**config.mk**
```make
export PLATFORM = sky130hd
export DESIGN_NAME = scr1_imem_dmem_arb_flat
export DESIGN_NICKNAME = d
export VERILOG_FILES = /design/src/rtl/scr1_arb_pkg.sv /design/src/rtl/scr1_imem_dmem_arb_if.sv /design/src/rtl/scr1_arb_id_fifo.sv /design/src/rtl/scr1_imem_dmem_arb.sv /design/src/flat_wrapper.sv
export SDC_FILE = /design/constraint.sdc
export NUM_CORES = 1
export LEC_CHECK = 0
export CAP_MARGIN = 20
export CORE_AREA = 2 2 106 108
export DETAILED_ROUTE_END_ITERATION = 6
export DIE_AREA = 0 0 108 110
export PLACE_DENSITY_LB_ADDON = 0.2
export SLEW_MARGIN = 25
export SYNTH_ARGS = -nofsm -noshare
export SYNTH_HDL_FRONTEND = slang
export SYNTH_HIERARCHICAL = 1
export SYNTH_SLANG_ARGS = --single-unit
```
**constraint.sdc**
```tcl
create_clock -name clk -period 3.1 [get_ports clk]
set_clock_uncertainty 0.1 [all_clocks]
set_input_delay 0.62 -clock clk [delete_from_list [all_inputs] [get_ports clk]]
set_output_delay 0.62 -clock clk [all_outputs]
set_load 0.1 [all_outputs]
```
**src/rtl/scr1_arb_pkg.sv**
```systemverilog
// Shared types for the SCR1 imem/dmem memory arbiter: response, command,
// access width and requester-ID encodings.
package scr1_arb_pkg;

   typedef enum logic [1:0] {
      ARB_RESP_IDLE = 2'b00,
      ARB_RESP_RDY  = 2'b01,
      ARB_RESP_ER   = 2'b10
   } arb_resp_e;

   typedef enum logic {
      ARB_CMD_RD = 1'b0,
      ARB_CMD_WR = 1'b1
   } arb_cmd_e;

   typedef enum logic [1:0] {
      ARB_WIDTH_BYTE  = 2'b00,
      ARB_WIDTH_HWORD = 2'b01,
      ARB_WIDTH_WORD  = 2'b10
   } arb_width_e;

   typedef enum logic {
      ARB_SRC_IMEM = 1'b0,
      ARB_SRC_DMEM = 1'b1
   } arb_src_e;

endpackage

```
**src/rtl/scr1_imem_dmem_arb_if.sv**
```systemverilog
// Bundle of the three SCR1 req/req_ack/resp ports around the arbiter:
// imem and dmem requesters on the core side, one shared port to the bridge.
interface scr1_imem_dmem_arb_if #(
   parameter int ADDR_W = 32,
   parameter int DATA_W = 32
);
   logic              imem_req;
   logic [ADDR_W-1:0] imem_addr;
   logic              imem_req_ack;
   logic [DATA_W-1:0] imem_rdata;
   logic [1:0]        imem_resp;

   logic              dmem_req;
   logic              dmem_cmd;
   logic [1:0]        dmem_width;
   logic [ADDR_W-1:0] dmem_addr;
   logic [DATA_W-1:0] dmem_wdata;
   logic              dmem_req_ack;
   logic [DATA_W-1:0] dmem_rdata;
   logic [1:0]        dmem_resp;

   logic              mem_req;
   logic              mem_cmd;
   logic [1:0]        mem_width;
   logic [ADDR_W-1:0] mem_addr;
   logic [DATA_W-1:0] mem_wdata;
   logic              mem_req_ack;
   logic [DATA_W-1:0] mem_rdata;
   logic [1:0]        mem_resp;

   // Arbiter view.
   modport slave (
      input  imem_req, imem_addr,
      output imem_req_ack, imem_rdata, imem_resp,
      input  dmem_req, dmem_cmd, dmem_width, dmem_addr, dmem_wdata,
      output dmem_req_ack, dmem_rdata, dmem_resp,
      output mem_req, mem_cmd, mem_width, mem_addr, mem_wdata,
      input  mem_req_ack, mem_rdata, mem_resp
   );

   // Environment view: core requesters plus bridge.
   modport master (
      output imem_req, imem_addr,
      input  imem_req_ack, imem_rdata, imem_resp,
      output dmem_req, dmem_cmd, dmem_width, dmem_addr, dmem_wdata,
      input  dmem_req_ack, dmem_rdata, dmem_resp,
      input  mem_req, mem_cmd, mem_width, mem_addr, mem_wdata,
      output mem_req_ack, mem_rdata, mem_resp
   );
endinterface

```
**src/rtl/scr1_arb_id_fifo.sv**
```systemverilog
// In-order FIFO of requester IDs for accepted transactions still awaiting
// a response; the head names the owner of the next response.
module scr1_arb_id_fifo
   import scr1_arb_pkg::*;
#(
   parameter  int DEPTH = 2,
   localparam int PTR_W = (DEPTH > 1) ? $clog2(DEPTH) : 1,
   localparam int CNT_W = $clog2(DEPTH + 1)
) (
   input  logic             clk,
   input  logic             rst_n,
   input  logic             push,
   input  arb_src_e         push_id,
   input  logic             pop,
   output arb_src_e         head,
   output logic [CNT_W-1:0] count,
   output logic             full,
   output logic             empty
);

   logic [DEPTH-1:0] mem_q, mem_d;
   logic [PTR_W-1:0] wr_ptr_q, wr_ptr_d;
   logic [PTR_W-1:0] rd_ptr_q, rd_ptr_d;
   logic [CNT_W-1:0] cnt_q, cnt_d;

   function automatic logic [PTR_W-1:0] ptr_inc(input logic [PTR_W-1:0] p);
      return (p == PTR_W'(DEPTH - 1)) ? '0 : p + 1'b1;
   endfunction

   always_comb begin
      // NOTE: every variable gets a default first so no path leaves it unassigned (no latch).
      mem_d    = mem_q;
      wr_ptr_d = wr_ptr_q;
      rd_ptr_d = rd_ptr_q;
      cnt_d    = cnt_q;
      if (push) begin
         mem_d[wr_ptr_q] = push_id;
         wr_ptr_d        = ptr_inc(wr_ptr_q);
      end
      if (pop) begin
         rd_ptr_d = ptr_inc(rd_ptr_q);
      end
      case ({push, pop})
         2'b10:   cnt_d = cnt_q + 1'b1;
         2'b01:   cnt_d = cnt_q - 1'b1;
         default: cnt_d = cnt_q;
      endcase
   end

   // NOTE: sequential state uses non-blocking assignments only.
   always_ff @(posedge clk or negedge rst_n) begin
      if (!rst_n) begin
         wr_ptr_q <= '0;
         rd_ptr_q <= '0;
         cnt_q    <= '0;
      end else begin
         wr_ptr_q <= wr_ptr_d;
         rd_ptr_q <= rd_ptr_d;
         cnt_q    <= cnt_d;
      end
   end

   // NOTE: ID storage is not reset; an entry is only read after it was written.
   always_ff @(posedge clk) begin
      mem_q <= mem_d;
   end

   assign head  = arb_src_e'(mem_q[rd_ptr_q]);
   assign count = cnt_q;
   assign full  = (cnt_q == CNT_W'(DEPTH));
   assign empty = (cnt_q == '0);

endmodule

```
**src/rtl/scr1_imem_dmem_arb.sv**
```systemverilog
// Two-to-one SCR1 memory arbiter: round-robin grant with lock-until-accept,
// in-order response routing through an outstanding-ID FIFO.
module scr1_imem_dmem_arb
   import scr1_arb_pkg::*;
#(
   parameter int OUTST_DEPTH = 2,
   parameter int ADDR_W      = 32,
   parameter int DATA_W      = 32
) (
   input  logic                  clk,
   input  logic                  rst_n,
   scr1_imem_dmem_arb_if.slave   arb_if,
   output logic                  arb_err
);

   localparam int CNT_W = $clog2(OUTST_DEPTH + 1);

   logic [CNT_W-1:0]  cnt;
   logic              full, empty;
   arb_src_e          head_id;

   logic              lock_q, lock_d;
   arb_src_e          lock_src_q, lock_src_d;
   logic              last_dmem_q, last_dmem_d;
   logic              arb_err_q, arb_err_d;

   arb_src_e          grant;
   logic              imem_elig, dmem_elig;
   logic              mem_req_int, accept, resp_vld, pop;
   logic              sel_cmd;
   logic [1:0]        sel_width;
   logic [ADDR_W-1:0] sel_addr;
   logic [DATA_W-1:0] sel_wdata;

   // A full ID FIFO blocks new grants; a lock can only exist below full.
   always_comb begin
      imem_elig   = arb_if.imem_req & ~full;
      dmem_elig   = arb_if.dmem_req & ~full;
      if (lock_q) begin
         grant = lock_src_q;
      end else if (imem_elig & dmem_elig) begin
         grant = last_dmem_q ? ARB_SRC_IMEM : ARB_SRC_DMEM;
      end else if (dmem_elig) begin
         grant = ARB_SRC_DMEM;
      end else begin
         grant = ARB_SRC_IMEM;
      end
      mem_req_int = lock_q | imem_elig | dmem_elig;
      accept      = mem_req_int & arb_if.mem_req_ack;
   end

   always_comb begin
      if (grant == ARB_SRC_DMEM) begin
         sel_cmd   = arb_if.dmem_cmd;
         sel_width = arb_if.dmem_width;
         sel_addr  = arb_if.dmem_addr;
         sel_wdata = arb_if.dmem_wdata;
      end else begin
         sel_cmd   = ARB_CMD_RD;
         sel_width = ARB_WIDTH_WORD;
         sel_addr  = arb_if.imem_addr;
         sel_wdata = '0;
      end
   end

   assign arb_if.mem_req      = mem_req_int;
   assign arb_if.mem_cmd      = sel_cmd;
   assign arb_if.mem_width    = sel_width;
   assign arb_if.mem_addr     = sel_addr;
   assign arb_if.mem_wdata    = sel_wdata;
   assign arb_if.imem_req_ack = accept & (grant == ARB_SRC_IMEM);
   assign arb_if.dmem_req_ack = accept & (grant == ARB_SRC_DMEM);

   // Responses with nothing outstanding are dropped and flagged, never routed.
   assign resp_vld = (arb_if.mem_resp != ARB_RESP_IDLE);
   assign pop      = resp_vld & ~empty;

   assign arb_if.imem_resp  = (pop && head_id == ARB_SRC_IMEM) ? arb_if.mem_resp : ARB_RESP_IDLE;
   assign arb_if.dmem_resp  = (pop && head_id == ARB_SRC_DMEM) ? arb_if.mem_resp : ARB_RESP_IDLE;
   assign arb_if.imem_rdata = arb_if.mem_rdata;
   assign arb_if.dmem_rdata = arb_if.mem_rdata;

   always_comb begin
      lock_d      = lock_q;
      lock_src_d  = lock_src_q;
      last_dmem_d = last_dmem_q;
      arb_err_d   = arb_err_q | (resp_vld & (cnt == '0));
      if (accept) begin
         lock_d      = 1'b0;
         last_dmem_d = (grant == ARB_SRC_DMEM);
      end else if (mem_req_int) begin
         lock_d     = 1'b1;
         lock_src_d = grant;
      end
   end

   always_ff @(posedge clk or negedge rst_n) begin
      if (!rst_n) begin
         lock_q      <= 1'b0;
         lock_src_q  <= ARB_SRC_IMEM;
         last_dmem_q <= 1'b0;
         arb_err_q   <= 1'b0;
      end else begin
         lock_q      <= lock_d;
         lock_src_q  <= lock_src_d;
         last_dmem_q <= last_dmem_d;
         arb_err_q   <= arb_err_d;
      end
   end

   assign arb_err = arb_err_q;

   scr1_arb_id_fifo #(
      .DEPTH (OUTST_DEPTH)
   ) u_id_fifo (
      .clk     (clk),
      .rst_n   (rst_n),
      .push    (accept),
      .push_id (grant),
      .pop     (pop),
      .head    (head_id),
      .count   (cnt),
      .full    (full),
      .empty   (empty)
   );

endmodule
```
**src/flat_wrapper.sv**
```systemverilog
// flat-port wrapper written by rule: the top's interface ports become plain ports
module scr1_imem_dmem_arb_flat import scr1_arb_pkg::*;
#(
   parameter int OUTST_DEPTH = 2,
   parameter int ADDR_W      = 32,
   parameter int DATA_W      = 32
)
  (clk, rst_n, arb_err, arb_if_imem_req, arb_if_imem_addr, arb_if_imem_req_ack, arb_if_imem_rdata, arb_if_imem_resp, arb_if_dmem_req, arb_if_dmem_cmd, arb_if_dmem_width, arb_if_dmem_addr, arb_if_dmem_wdata, arb_if_dmem_req_ack, arb_if_dmem_rdata, arb_if_dmem_resp, arb_if_mem_req, arb_if_mem_cmd, arb_if_mem_width, arb_if_mem_addr, arb_if_mem_wdata, arb_if_mem_req_ack, arb_if_mem_rdata, arb_if_mem_resp);
  scr1_imem_dmem_arb_if #(.ADDR_W(ADDR_W), .DATA_W(DATA_W)) arb_if_i ();
  input  logic clk;
  input  logic rst_n;
  output logic arb_err;
  input wire logic [$bits(arb_if_i.imem_req)-1:0] arb_if_imem_req;
  input wire logic [$bits(arb_if_i.imem_addr)-1:0] arb_if_imem_addr;
  output wire logic [$bits(arb_if_i.imem_req_ack)-1:0] arb_if_imem_req_ack;
  output wire logic [$bits(arb_if_i.imem_rdata)-1:0] arb_if_imem_rdata;
  output wire logic [$bits(arb_if_i.imem_resp)-1:0] arb_if_imem_resp;
  input wire logic [$bits(arb_if_i.dmem_req)-1:0] arb_if_dmem_req;
  input wire logic [$bits(arb_if_i.dmem_cmd)-1:0] arb_if_dmem_cmd;
  input wire logic [$bits(arb_if_i.dmem_width)-1:0] arb_if_dmem_width;
  input wire logic [$bits(arb_if_i.dmem_addr)-1:0] arb_if_dmem_addr;
  input wire logic [$bits(arb_if_i.dmem_wdata)-1:0] arb_if_dmem_wdata;
  output wire logic [$bits(arb_if_i.dmem_req_ack)-1:0] arb_if_dmem_req_ack;
  output wire logic [$bits(arb_if_i.dmem_rdata)-1:0] arb_if_dmem_rdata;
  output wire logic [$bits(arb_if_i.dmem_resp)-1:0] arb_if_dmem_resp;
  output wire logic [$bits(arb_if_i.mem_req)-1:0] arb_if_mem_req;
  output wire logic [$bits(arb_if_i.mem_cmd)-1:0] arb_if_mem_cmd;
  output wire logic [$bits(arb_if_i.mem_width)-1:0] arb_if_mem_width;
  output wire logic [$bits(arb_if_i.mem_addr)-1:0] arb_if_mem_addr;
  output wire logic [$bits(arb_if_i.mem_wdata)-1:0] arb_if_mem_wdata;
  input wire logic [$bits(arb_if_i.mem_req_ack)-1:0] arb_if_mem_req_ack;
  input wire logic [$bits(arb_if_i.mem_rdata)-1:0] arb_if_mem_rdata;
  input wire logic [$bits(arb_if_i.mem_resp)-1:0] arb_if_mem_resp;
  assign arb_if_i.imem_req = arb_if_imem_req;
  assign arb_if_i.imem_addr = arb_if_imem_addr;
  assign arb_if_imem_req_ack = arb_if_i.imem_req_ack;
  assign arb_if_imem_rdata = arb_if_i.imem_rdata;
  assign arb_if_imem_resp = arb_if_i.imem_resp;
  assign arb_if_i.dmem_req = arb_if_dmem_req;
  assign arb_if_i.dmem_cmd = arb_if_dmem_cmd;
  assign arb_if_i.dmem_width = arb_if_dmem_width;
  assign arb_if_i.dmem_addr = arb_if_dmem_addr;
  assign arb_if_i.dmem_wdata = arb_if_dmem_wdata;
  assign arb_if_dmem_req_ack = arb_if_i.dmem_req_ack;
  assign arb_if_dmem_rdata = arb_if_i.dmem_rdata;
  assign arb_if_dmem_resp = arb_if_i.dmem_resp;
  assign arb_if_mem_req = arb_if_i.mem_req;
  assign arb_if_mem_cmd = arb_if_i.mem_cmd;
  assign arb_if_mem_width = arb_if_i.mem_width;
  assign arb_if_mem_addr = arb_if_i.mem_addr;
  assign arb_if_mem_wdata = arb_if_i.mem_wdata;
  assign arb_if_i.mem_req_ack = arb_if_mem_req_ack;
  assign arb_if_i.mem_rdata = arb_if_mem_rdata;
  assign arb_if_i.mem_resp = arb_if_mem_resp;
  scr1_imem_dmem_arb #(.OUTST_DEPTH(OUTST_DEPTH), .ADDR_W(ADDR_W), .DATA_W(DATA_W)) u_core (.clk(clk), .rst_n(rst_n), .arb_if(arb_if_i), .arb_err(arb_err));
endmodule
```
**Word level (Yosys, flattened, before mapping)**

Cells that the tools add are included.

- Register bits after elaboration: 10
- Bits in latches: 0
- Memory bits (writable): 0
- ROM bits: 0
- Input bits: 138
- Output and inout port bits: 139
- Logic and storage cells: 62
- Memories: 0

- $add $sub $neg: 4
- Multiply operators: 0
- Divide/modulo/power cells: 0
- Magnitude comparators: 3
- Equal/unequal tests: 3
- Shift operators: 0
- Muxes and demuxes: 20
- Bitwise gates (word level): 16
- Reduce and logical (&&, ||, !) cells: 8

Operator list:

| operator | count |
|---|---|
| 2-to-1 mux 32 bit | 2 |
| 2-to-1 mux 1 bit | 12 |
| AND 1 bit | 8 |
| 2-to-1 mux 2 bit | 3 |
| nonzero test 2 bit | 3 |
| NOT 1 bit | 5 |
| == test 2 bit, second input constant | 2 |
| < comparator 1 x 2 -> 1 bit, second input constant | 2 |
| case mux 2 bit (2 select lines) | 1 |
| logical AND 1 bit | 3 |
| bitwise OR 1 bit | 3 |
| adder 1 bit, second input constant | 2 |
| adder 2 x 1 -> 2 bit, second input constant | 1 |
| bitwise mux 2 bit | 1 |
| == test 2 x 1 -> 1 bit, second input constant | 1 |
| logical NOT 2 bit | 1 |
| AND reduction 2 bit | 1 |
| subtractor 2 x 1 -> 2 bit, second input constant | 1 |
| demux 1 bit (select 1 bit) | 1 |
| >= comparator 1 bit, second input constant | 1 |

**Logic depth before layout (Yosys ltp)**

- Depth after elaboration: 8
- Depth in mapped cells: 9
- Mapped depth without buffers: 9

**Cells and area by module**

The synthesis kept the hierarchy.

By module, submodules not included:

| module | times used | cells each | area each (um2) | sequential area each (um2) |
|---|---|---|---|---|
| scr1_imem_dmem_arb | 1 | 163 | 1371.3 | 100.1 |
| scr1_arb_id_fifo | 1 | 19 | 257.7 | 160.2 |

**Worst setup path after synthesis**

OpenSTA, ideal clock, no wires.

- Kind: register -> output
- Start: register u_core.u_id_fifo.rd_ptr_q
- End: output port arb_if_imem_resp[0]
- Arrival: 2.907 ns
- Required time: 2.380 ns
- Setup slack: -0.527 ns
- Cell stages (with the launch flop): 3
- Path buffers: 0
- Path through: dfrtp_1 mux2_2 nor3b_1

- Cells in the longest elaborated chain, start to end: 5

Ends and longest elaborated chain:

| what | line | RTL |
|---|---|---|
| start: declaration | scr1_arb_id_fifo.sv:23 | `logic [PTR_W-1:0] rd_ptr_q, rd_ptr_d;` |
| start signal: assignment | scr1_arb_id_fifo.sv:58 | `rd_ptr_q <= rd_ptr_d;` |
| 2-to-1 mux 1 bit (implied by the code) (2 in a row) | scr1_arb_id_fifo.sv:68 | `assign head = arb_src_e'(mem_q[rd_ptr_q]);` |
| net u_core.head_id | scr1_imem_dmem_arb.sv:20 | `arb_src_e head_id;` |
| NOT 1 bit | scr1_imem_dmem_arb.sv:78 | `assign arb_if.imem_resp = (pop && head_id == ARB_SRC_IMEM) ? arb_if.mem_resp : ARB_RESP_IDLE;` |
| logical AND 1 bit | scr1_imem_dmem_arb.sv:78 |  |
| 2-to-1 mux 2 bit | scr1_imem_dmem_arb.sv:78 |  |
| end: declaration | flat_wrapper.sv:17 | `output wire logic [$bits(arb_if_i.imem_resp)-1:0] arb_if_imem_resp;` |

The timed path passes the listed nets, and every way through them passes these cells. The select of a mux whose other input is x is not followed.

**Worst setup path after layout**

- Start: register u_core.u_id_fifo.cnt_q[0] (netlist: u_core/u_id_fifo/count[0])
- End: output port arb_if_mem_addr[16]

- Cells in the longest elaborated chain, start to end: 7
- Elaborated cells between the ends (all ways): 9
- Classes of those cells: 1 x eq/ne; 4 x mux; 4 x bitwise

Ends and longest elaborated chain:

| what | line | RTL |
|---|---|---|
| start: declaration | scr1_arb_id_fifo.sv:24 | `logic [CNT_W-1:0] cnt_q, cnt_d;` |
| start signal: assignment | scr1_arb_id_fifo.sv:59 | `cnt_q <= cnt_d;` |
| == test 2 bit * | scr1_arb_id_fifo.sv:70 | `assign full = (cnt_q == CNT_W'(DEPTH));` |
| net u_core.full | scr1_imem_dmem_arb.sv:19 | `logic full, empty;` |
| NOT 1 bit * | scr1_imem_dmem_arb.sv:37, scr1_imem_dmem_arb.sv:38 |  |
| AND 1 bit (on tied branches) | scr1_imem_dmem_arb.sv:38, scr1_imem_dmem_arb.sv:37 |  |
| 2-to-1 mux 1 bit or AND 1 bit (tied branches) | scr1_imem_dmem_arb.sv:43, scr1_imem_dmem_arb.sv:41 |  |
| 2-to-1 mux 1 bit * | scr1_imem_dmem_arb.sv:41 | `end else if (imem_elig & dmem_elig) begin` |
| 2-to-1 mux 1 bit * | scr1_imem_dmem_arb.sv:39 | `if (lock_q) begin` |
| 2-to-1 mux 32 bit * | scr1_imem_dmem_arb.sv:53 | `if (grant == ARB_SRC_DMEM) begin` |
| end: declaration | flat_wrapper.sv:29 | `output wire logic [$bits(arb_if_i.mem_addr)-1:0] arb_if_mem_addr;` |

Mark *: on every way through the listed nets, which the timed path passes. The rest lies on a longest branch.

==> results.yml <==
outcome:
  status: "finished clean"
synth:
  ys.warnings.count: 6
  ys_seq_area_frac: 0.160
  syn_area_per_cell_sq_um: 8.95
  syn_area_sq_mm: 0.00163
  ys_ff_latch: 10
  synth_cell_types: 26
  synth_enable_flop_cells: 2
  synthTopCellsByCount: "64 x buf_4, 36 x and2_1, 32 x mux2_2"
  ys.flop_type: "dfrtp_1"
  synth_fp_nets: 321
  synth_top_cell_by_area: "buf_4"
  ys_async_sr_fraction: 0.800
  synth_top_cell_area_share: 0.295
  synthCells: 182
  synth_most_common_cell: "buf_4"
  synth.area.top_cells: "buf_4 29%, mux2_2 22%, and2_1 14%"
clock_network:
  worst_skew_pair.late_latency_ps: 230
  cts_buffers: 3
  cts.sinks: 10
  ctsHtreeMaxLevel: 1
  clockRootBuffer: "clkbuf_8"
  clockBufferDepth: 2
  cts_tree: "built"
  clk_pin_slew_worst_paths_ps: 50
timing:
  whs_ps: 379
  setup_viol: 0
  fin_ws_ps: 112
  timing.final.crit_share: 0.964
  fmax_mhz: 335
  slew-limit-headroom: 0.760
  hold_viol: 0
  rsz0062_at_grt: "no"
  drv_slew: 0
  setup_tns_ps: 0
  worstMarginPinSlew_ps: 360
  fin_crit_ps: 2990
placed_design:
  io_buffers: 180
  place_hpwl_um: 5270
  pre_cts_ws_ps: -46.1
  gp_congestion: 0.655
drt:
  antenna_left: 0
  drt_wl_total_um: 6400
  dr_total_vias: 1646
  drt-initial-drc-count: 21
  via_per_inst: 3.67
  wire_per_inst_um: 14.3
  drc_errors: 0
  drt-pass1-iter-count: 3
cells_and_area:
  drive_above_1_share: 0.468
  n_fill_cell: 1057
  fin_nets: 448
  area_growth_syn_to_layout_pct: 154
  diodes: 0
  fin_util: 0.387
setup_path:
  worstPathMaxFanout: 8
  worstSetupEndpointType: "primary output"
  worst_setup_path_start_kind: "flip-flop"
  slowest_stage: "dfrtp_1"
  cp_common_cell: "buf_12"
  path_class: "flip-flop to primary output"
  crit_chain: "and2b_2, o41ai_4, buf_4, clkbuf_16, buf_12, mux2_4, buf_12"
  critPathMaxStageDelay_ps: 440
  crit_required_ps: 2380
  cp.arrival_ps: 2270
die:
  num_rows: 38
  die_area_sq_mm: 0.0119
  pin_count: 277
  initial_core_util: 0.152
  die_h_um: 110
  coreArea_sq_mm: 0.0107
  fp.dieW_um: 108
pwr:
  power_mw: 4.42
  ir_drop_mv: 0.480
  leakage_nw: 1.73
  powerDensity_mw_per_mm2: 1070
min_path:
  hp-class: "flip-flop to flip-flop"
global_route:
  track_usage: 0.0882
  grt_pass1_vias: 1566
  grt_max_degree: 29
  grt-ovfl-total: 0
  grt_pass1_wl_um: 8330
  antenna_found_initial: 0
flow_run:
  max_cap_violations: 0
logic make-up (layout without fill, tap and decap cells):
group	after synthesis	after routing	synth area share
and+or+nand+nor	51	51	0.191
muxes	35	35	0.242
AOI/OAI and AO/OA	5	5	0.0369
DFF	10	10	0.160
adders and majority gates	1	1	0.00768
xor gates and xnor gates	5	5	0.0269
buffers and inverters	75	201	0.336
flip-flops by register name, summed over array words and instances, names as in the netlist:
signal,cells
u_core/u_id_fifo/count,2
u_core/last_dmem_q,1
u_core/lock_q,1
u_core/u_id_fifo/rd_ptr_q,1
u_core/u_id_fifo/wr_ptr_q,1
u_core/lock_src_q,1
u_core/arb_err,1
u_core/u_id_fifo/mem_q,2
worst paths after layout:
path,endpoint,slack [ps],startpoint,depth (start not counted)
worst max-delay path,arb_if_mem_addr[16],110,u_core/u_id_fifo/count[0]$_DFFE_PN0P_,7
worst min-delay path,u_core/u_id_fifo/wr_ptr_q$_DFFE_PN0P_,380,u_core/u_id_fifo/wr_ptr_q$_DFFE_PN0P_,1
worst max register to register,u_core/u_id_fifo/count[1]$_DFFE_PN0P_,960,u_core/u_id_fifo/count[0]$_DFFE_PN0P_,9
worst min register to register,u_core/u_id_fifo/wr_ptr_q$_DFFE_PN0P_,380,u_core/u_id_fifo/wr_ptr_q$_DFFE_PN0P_,1
max in group asynchronous,u_core/lock_q$_DFFE_PN0P_,2080,rst_n,1
min in group asynchronous,u_core/u_id_fifo/count[0]$_DFFE_PN0P_,570,rst_n,1
power breakdown:
group,total (mW),switching (mW),leakage (nW),internal (mW)
registers,0.233,0.0426,0.112,0.190
logic,4.05,2.45,1.60,1.60
clock network,0.134,0.0476,0.0231,0.0865
per-layer routing:
layer	routed length, um	GRT usage
met5	0	0
met4	136	0.0238
met3	652	0.0306
met2	3380	0.163
met1	2240	0.0963
area by class of cell:
type / instances / area [sq um] / share of cell area
clock buffer: 3 / 41.3 / 0.00998
clock inverter: 1 / 3.75 / 0.000907
inverter: 4 / 15.0 / 0.00363
multi-input combinational: 97 / 892 / 0.216
sequential: 10 / 260 / 0.0629
tap: 140 / 175 / 0.0423
timing repair buffer: 193 / 2750 / 0.665
timing repair:
action	4_1_cts	5_1_grt
setup endpoints to repair	66	68
hold buffers	0	0
gates cloned	0	3
endpoints found under the hold margin	0	0
setup buffers	0	4
resized for setup	3	31
pin swaps	0	1
critical path, delay by kind of cell (launching register included):
family,cells,cell delay [ps]
flops,1,440
mux,1,310
buf+inv,4,630
simple gates,1,270
compound gates,1,380
layout by cell type, fill, tap and decap left out:
master	netlist	layout
nand2b_1	1	1
nor2_1	6	6
o41ai_4	1	1
or2_2	1	1
and2_4	0	12
dfrtp_1	8	8
and2_1	36	24
ha_1	1	1
mux2_4	0	10
clkinv_1	0	1
clkbuf_16	0	3
xor2_1	3	3
mux2_2	32	25
nor2b_2	0	1
o31ai_1	1	1
clkbuf_8	0	3
o21ba_2	2	2
dlymetal6s2s_1	0	2
xnor2_1	2	2
buf_6	3	1
inv_1	4	4
clkdlybuf4s50_1	0	103
buf_12	0	78
o21ai_0	1	1
nand2_1	1	1
nor3b_1	2	2
and2b_2	1	1
and3b_1	2	2
buf_4	64	6
edfxtp_1	2	2
through the flow:
step,instances,cell area [sq um]
after CTS,441,3930
final,448,4140
after global routing,448,4140
after global placement,437,3880
after floorplan,182,1630
after detailed placement,437,3880
(Power assumes the default switching activity.)
